$ cat config.mk
export PLATFORM = sky130hd
export DESIGN_NAME = ccw_rx
export DESIGN_NICKNAME = d
export VERILOG_FILES = /design/src/rtl/ccw_rx_pkg.sv /design/src/rtl/ccw_rx_buf.sv /design/src/rtl/ccw_rx.sv
export SDC_FILE = /design/constraint.sdc
export NUM_CORES = 1
export LEC_CHECK = 0
export ABC_AREA = 1
export CAP_MARGIN = 10
export CORE_AREA = 2 2 95 97
export CTS_CLUSTER_SIZE = 12
export DETAILED_ROUTE_END_ITERATION = 10
export DIE_AREA = 0 0 97 99
export HOLD_SLACK_MARGIN = 0.12
export SETUP_SLACK_MARGIN = 0.15
export SYNTH_ARGS = -nofsm -noshare
export SYNTH_HDL_FRONTEND = slang
export SYNTH_SLANG_ARGS = --single-unit
$ cat constraint.sdc
create_clock -name clk -period 4.2 [get_ports clk]
set_input_delay 0.84 -clock clk [delete_from_list [all_inputs] [get_ports clk]]
set_output_delay 0.84 -clock clk [all_outputs]
set_load 0.03 [all_outputs]
$ cat src/rtl/ccw_rx_pkg.sv
// Shared definitions for the HSI command-control-word receiver: default frame
// length, timeout default and FSM state encodings.
package ccw_rx_pkg;

  localparam int CCW_LEN         = 8;
  localparam int CCW_TIMEOUT_DEF = 1024;

  typedef enum logic [1:0] {
    CCWR_STATE_IDLE = 2'd0,
    CCWR_STATE_DATA = 2'd1,
    CCWR_STATE_HOLD = 2'd2
  } ccwr_state_e;

endpackage

$ cat src/rtl/ccw_rx_buf.sv
// Payload register file for ccw_rx: DEPTH x 8 bits, one synchronous write port
// and one combinational read port that returns 0 for addresses beyond DEPTH.
module ccw_rx_buf #(
  parameter int DEPTH = 8
) (
  input  logic       clk,
  input  logic       we,
  input  logic [7:0] waddr,
  input  logic [7:0] wdata,
  input  logic [7:0] raddr,
  output logic [7:0] rdata
);

  logic [7:0] mem [DEPTH];

  // Contents are deliberately not reset; only written bytes are ever read back.
  always_ff @(posedge clk) begin
    for (int i = 0; i < DEPTH; i++) begin
      if (we && (waddr == 8'(i))) mem[i] <= wdata;
    end
  end

  always_comb begin
    rdata = 8'h00;
    for (int i = 0; i < DEPTH; i++) begin
      if (raddr == 8'(i)) rdata = mem[i];
    end
  end

endmodule

$ cat src/rtl/ccw_rx.sv
// Receiver for length-prefixed CCW frames from the HSI byte deserialiser.
// Define CCW_RX_TIMEOUT_EN to abort a frame whose bytes stop arriving.
module ccw_rx
  import ccw_rx_pkg::*;
#(
  parameter int CCW_MAX_LEN = CCW_LEN,
  parameter int TIMEOUT_CYC = CCW_TIMEOUT_DEF
) (
  input  logic       clk,
  input  logic       rst,
  input  logic [7:0] rx_d,
  input  logic       rx_d_vld,
  output logic       ccw_accepted,
  output logic       ccw_repeat_req,
  output logic       ccw_overrun,
  output logic       ccw_busy,
  output logic [7:0] ccw_len,
  input  logic [7:0] ccw_rd_addr,
  output logic [7:0] ccw_rd_data,
  input  logic       ccw_release
);

  localparam logic [7:0] MAX_LEN8 = 8'(CCW_MAX_LEN);

  ccwr_state_e state, state_nxt;
  logic [7:0]  cnt, cnt_nxt;
  logic [7:0]  len_nxt;
  logic        acc_nxt, rep_nxt, ovr_nxt;
  logic        buf_we;
  logic        timeout_hit;

`ifdef CCW_RX_TIMEOUT_EN
  logic [15:0] idle_cnt;

  assign timeout_hit = (idle_cnt == 16'(TIMEOUT_CYC - 1));

  // Only a silent DATA phase advances the counter; any other case restarts it.
  always_ff @(posedge clk) begin
    if (rst)
      idle_cnt <= '0;
    else if (state == CCWR_STATE_DATA && !rx_d_vld && !timeout_hit)
      idle_cnt <= idle_cnt + 16'd1;
    else
      idle_cnt <= '0;
  end
`else
  assign timeout_hit = 1'b0;
`endif

  always_ff @(posedge clk) begin
    if (rst) begin
      state          <= CCWR_STATE_IDLE;
      cnt            <= '0;
      ccw_len        <= '0;
      ccw_accepted   <= 1'b0;
      ccw_repeat_req <= 1'b0;
      ccw_overrun    <= 1'b0;
    end else begin
      state          <= state_nxt;
      cnt            <= cnt_nxt;
      ccw_len        <= len_nxt;
      ccw_accepted   <= acc_nxt;
      ccw_repeat_req <= rep_nxt;
      ccw_overrun    <= ovr_nxt;
    end
  end

  always_comb begin
    state_nxt = state;
    cnt_nxt   = cnt;
    len_nxt   = ccw_len;
    acc_nxt   = 1'b0;
    rep_nxt   = 1'b0;
    ovr_nxt   = 1'b0;
    buf_we    = 1'b0;
    case (state)
      CCWR_STATE_IDLE: begin
        if (rx_d_vld) begin
          if (rx_d == 8'd0 || rx_d > MAX_LEN8) begin
            rep_nxt = 1'b1;
          end else begin
            len_nxt   = rx_d;
            cnt_nxt   = '0;
            state_nxt = CCWR_STATE_DATA;
          end
        end
      end
      CCWR_STATE_DATA: begin
        if (rx_d_vld) begin
          buf_we  = 1'b1;
          cnt_nxt = cnt + 8'd1;
          if (cnt == ccw_len - 8'd1) begin
            state_nxt = CCWR_STATE_HOLD;
            acc_nxt   = 1'b1;
          end
        end else if (timeout_hit) begin
          state_nxt = CCWR_STATE_IDLE;
          cnt_nxt   = '0;
          rep_nxt   = 1'b1;
        end
      end
      CCWR_STATE_HOLD: begin
        // A byte arriving with release is still an overrun, never a new length.
        if (rx_d_vld)    ovr_nxt   = 1'b1;
        if (ccw_release) state_nxt = CCWR_STATE_IDLE;
      end
      default: state_nxt = CCWR_STATE_IDLE;
    endcase
  end

  assign ccw_busy = (state != CCWR_STATE_IDLE);

  ccw_rx_buf #(
    .DEPTH(CCW_MAX_LEN)
  ) u_buf (
    .clk  (clk),
    .we   (buf_we),
    .waddr(cnt),
    .wdata(rx_d),
    .raddr(ccw_rd_addr),
    .rdata(ccw_rd_data)
  );

endmodule

Yosys cells after proc, flatten, opt, wreduce, memory -nomap -nowiden

Memories as Yosys holds them, arrays and structs flattened.
Cells that the tools add are included.

Bits of input ports: 20
Register bits: 21
Memories: 1
RAM bits: 64

Reduce and logical (&&, ||, !) cells: 28
Mux-type cells: 59
$lt $le $gt $ge: 1
Bitwise logic cells: 5
Add/subtract/negate cells: 2
Equality and inequality tests: 22

Memory list:

| name      | words | bits a word | read ports | clocked after memory_dff | write ports | line             | RTL |
|---|---|---|---|---|---|---|---|
| u_buf.mem | 8     | 8           | 8          | 0                        | 1           | ccw_rx_buf.sv:14 | `logic [7:0] mem [DEPTH];` |

Operators with widths:

| kind                                                                            | number |
|---|---|
| 8-bit 2-to-1 mux                                                                | 18 |
| 8-bit by 3-bit == test with 1-bit output, second input constant                 | 8 |
| 8-bit OR reduction                                                              | 7 |
| 8-bit by 2-bit == test with 1-bit output, second input constant                 | 4 |
| 1-bit 2-to-1 mux                                                                | 27 |
| 8-bit zero test                                                                 | 3 |
| 3-bit 2-to-1 mux                                                                | 7 |
| 8-bit by 1-bit == test with 1-bit output, second input constant                 | 2 |
| 8-bit one-hot mux with 2 select lines                                           | 1 |
| 2-bit 2-to-1 mux                                                                | 5 |
| 2-bit != test, second input constant                                            | 5 |
| 8-bit by 1-bit adder with 8-bit output, second input constant                   | 1 |
| 8-bit == test                                                                   | 1 |
| 8-bit by 4-bit greater-than comparator with 1-bit output, second input constant | 1 |
| 1-bit logical AND                                                               | 8 |
| 8-bit by 1-bit subtractor with 8-bit output, second input constant              | 1 |
| 2-bit one-hot mux with 3 select lines                                           | 1 |
| 3-bit OR reduction                                                              | 2 |
| 1-bit inverter                                                                  | 5 |
| 5-bit AND reduction                                                             | 1 |
| 4-bit AND reduction                                                             | 1 |
| 2-bit nonzero test                                                              | 2 |
| 3-bit AND reduction                                                             | 1 |
| 2-bit by 1-bit == test with 1-bit output, second input constant                 | 1 |
| other kinds (4)                                                                 | 4 |

Depth between registers and ports, before layout

Depth in word-level cells: 13
Depth in mapped cells: 14
Mapped depth without buffers: 14

By module

From an unflattened synthesis, not the netlist that was laid out.

Cell total of the unflattened synthesis: 408
Area, all modules: 3912.5 µm²

Modules (own cells, without submodules):

| module     | times used | cells an instance | sequential area each (µm²) | area an instance (µm²) |
|---|---|---|---|---|
| ccw_rx_buf | 1          | 213               | 1921.8                     | 2656.3 |
| ccw_rx     | 1          | 195               | 420.4                      | 1256.2 |

Worst setup path before layout

OpenSTA, ideal clock, no wires.

Path type: input -> output
Start: in ccw_rd_addr[2]
End: out ccw_rd_data[1]
Data required time: 3360 ps
Setup slack: 1415 ps
Stages on the path: 10
Buffers on the path: 0
Arrival: 1945 ps
Cell sequence: or2_1 -> nor2_1 -> inv_2 -> nor2_4 -> nand2_1 -> nand2_1 -> a21oi_1 -> nand3_1 -> a21oi_1 -> nand3_1

Longest elaborated chain between the ends: 9
Elaborated cells on any way between the ends: 16

Ends and longest elaborated chain:

| element                       | line             | RTL |
|---|---|---|
| start: declaration            | ccw_rx.sv:18     | `input logic [7:0] ccw_rd_addr,` |
| 8-bit zero test               | ccw_rx_buf.sv:26 | `if (raddr == 8'(i)) rdata = mem[i];` |
| 8-bit 2-to-1 mux (7 in a row) | ccw_rx_buf.sv:26 |  |
| 8-bit 2-to-1 mux (*)          | ccw_rx_buf.sv:26 |  |
| end: declaration              | ccw_rx.sv:19     | `output logic [7:0] ccw_rd_data,` |

Mark *: on every way between the ends. The rest lies on a longest branch, timed or not.

Worst setup path in the final report

Start: in ccw_rd_addr[2]
End: out ccw_rd_data[4]

The elaborated chain is that of the path after synthesis.

==> impl_metrics.csv <==
group,metric,value,unit
status,status,"complete, no violations",
timing,skew,0.009687,ns
layout,final_area,4561,µm²
layout,utilization,53.34,%
min_path,hold_class,"flop to flop",
min_path,hold_depth,2,
synth,yosysTopAreaCellShare,51.23,%
floorplanning,die_h,99,µm
layout,final_cells,546,
floorplanning,dieArea,9603,µm²
placement,dp.cells,530,
synth,synth_top_cells_by_area,"edfxtp_1 (51%), dfxtp_1 (11%), nand2_1 (11%), inv_1 (3.7%), nor2_1 (2.9%)",
clocking,cts_resized,0,
layout,drive_gt1_share,9.817,%
synth,syn_nets,397,
clocking,clk_pin_slew,0.08,ns
synth,synth_top_area_cell,"edfxtp_1",
critical_path,worstSetupPathType,"input pin to output port",
timing,finalMaxSlewViolations,0,
clocking,clk_latency,0.35,ns
synth,synth_edf_count,64,
drt,drc,0,
grt,grt_pass1_wl,12960,µm
clocking,numCtsBuffers,9,
floorplanning,io_pins,40,
pwr,peakVddDrop,0.1785,mV
clocking,clk_path_buf_depth,2,
critical_path,cp_max_fo,8,
timing,whs,0.4724,ns
synth,yosys.cell_types.count,32,
drt,dr.pass1.iters,4,
clocking,post_cts.repair.setup_buffers,0,
synth,synth.most_common_cell,"nand2_1",
grt,grt_max_degree,15,
layout,nets,458,
timing,post-route-period-util,90.27,%
layout,fill_cells,807,
placement,place_congestion,0.8206,
drt,antenna_left,0,
pwr,powerDensity,341.4,nW/µm²
layout,antenna-diode-count,0,
critical_path,critPathLaunchType,"input pin",
timing,tightestPinTransition,0.4642,ns
placement,place_area,4363,µm²
floorplanning,initial_utilization,43.87,%
grt,grt_usage,17.58,%
timing,setup_ws,0.4088,ns
clocking,cts_max_level,3,
pwr,power,1.557,mW
synth,synthArstFlopShare,0,%
layout,register_area,2342,µm²
drt,drt-total-wl,7997,µm
critical_path,cp.arrival,2.95,ns
floorplanning,core,8551,µm²
synth,postSynthAreaPerCell,10.08,µm²
critical_path,cp-end-kind,"output port",
floorplanning,rows,34,
critical_path,rr_worst_depth,14,
drt,viasPerCell,5.026,
pwr,p_leak,1.683,nW
layout,area_growth,21.58,%
placement,dp_slack,0.2823,ns
timing,finalSetupTns,0,ns
grt,antenna_found_initial,0,
synth,ys_warn_count,0,
clocking,cts-root-buf,"clkbuf_8",
synth,ys_ff_latch,85,
floorplanning,die_w,97,µm
timing,rsz0062_at_grt,"no",
run,maxCapViolCount,0,
synth,synth_commonest_cells,"nand2_1 (107), edfxtp_1 (64), inv_1 (37)",
synth,syn-cell-area,3751,µm²
grt,grt_pass1_vias,2691,
placement,io_buffers,39,
critical_path,cp.required,3.36,ns
clocking,clock_sinks,85,
placement,post-dp-hpwl,5842,µm
grt,grt-ovfl-total,0,
timing,slew_headroom,68.96,%
timing,setup_viol_count_final,0,
timing,hold_viol_final,0,
synth,synthFlopType,"edfxtp_1",
clocking,holdBufCountCts,0,
clocking,tritoncts,"yes",
drt,vias,2744,
drt,drt_iter0_markers,97,
drt,wl_per_cell,14.65,µm
timing,fin_crit,3.791,ns
layout,multi_input_area,1251,µm²
timing,fmax,263.8,MHz
synth,synthCells,372,
synth,ys_seq_area_share,62.44,%
==> cell type report <==
type                       instances  area share, %
multi-input combinational        245          27.43
inverter                          41          3.484
clock buffer                       9          2.716
clock inverter                     7          1.454
timing repair buffer              51          10.59
tap                              108          2.963
sequential                        85          51.36
==> cell usage in the layout (no fill, tap or decap), types with 4 or more instances in the layout <==
cell / Yosys / final
ha_1: 5 / 5
buf_4: 0 / 12
clkdlybuf4s50_1: 0 / 38
nand4_1: 16 / 16
inv_1: 37 / 37
clkbuf_8: 0 / 9
nand3_1: 15 / 15
nor3_1: 18 / 18
dfxtp_1: 21 / 21
nor2_1: 29 / 29
nor2_4: 3 / 4
edfxtp_1: 64 / 64
nand2_1: 107 / 107
o21ai_1: 6 / 6
xor2_1: 4 / 4
a21oi_1: 19 / 19
==> flip-flops by register name, indices dropped and copies added, names as in the netlist <==
register,flops
cnt,8
state,2
ccw_repeat_req,1
ccw_accepted,1
u_buf.mem,64
ccw_len,8
ccw_overrun,1
==> power by group <==
part           internal (mW)  total [mW]  leakage [nW]  switching, mW
Combinational         0.0365      0.0915         0.847         0.0549
Clock                  0.271       0.558        0.0919          0.287
Sequential             0.904       0.908         0.745        0.00364
==> worst max-delay path, cell delays in order <==
cell,delay [ns]
clkdlybuf4s50_1,0.42
or2_1,0.25
nor2_1,0.13
inv_2,0.09
nor2_4,0.19
nand2_1,0.08
nand4_1,0.11
a21oi_1,0.07
nand4_1,0.09
clkdlybuf4s50_1,0.67
==> metal layers <==
metal / global-route usage, % / up-vias / part of all wire (%)
met5: 0 / - / 0
met4: 8.884 / 0 / 2.6
met3: 3.050 / 15 / 3.9
met2: 32.48 / 62 / 53
met1: 19.45 / 1282 / 40
li1: - / 1385 / -
==> path summary, 6_finish.rpt <==
kind / end / start / slack [ns]
setup / recovery: ccw_rd_data[4] / ccw_rd_addr[2] / 0.41
hold / removal: ccw_len[7] / ccw_len[7] / 0.47
setup reg to reg: state[0] / ccw_len[0] / 2.34
hold reg to reg: ccw_len[7] / ccw_len[7] / 0.47
==> kinds of logic after synthesis <==
kind of cell,synth area share (%)
xor gates and xnor gates,1.167
DFF,62.44
and+or+nand+nor,25.32
muxes,0.2669
buffers and inverters,4.336
AOI/OAI and AO/OA,4.803
adders and majority gates,1.668
Power figures use the tool's default switching activity.
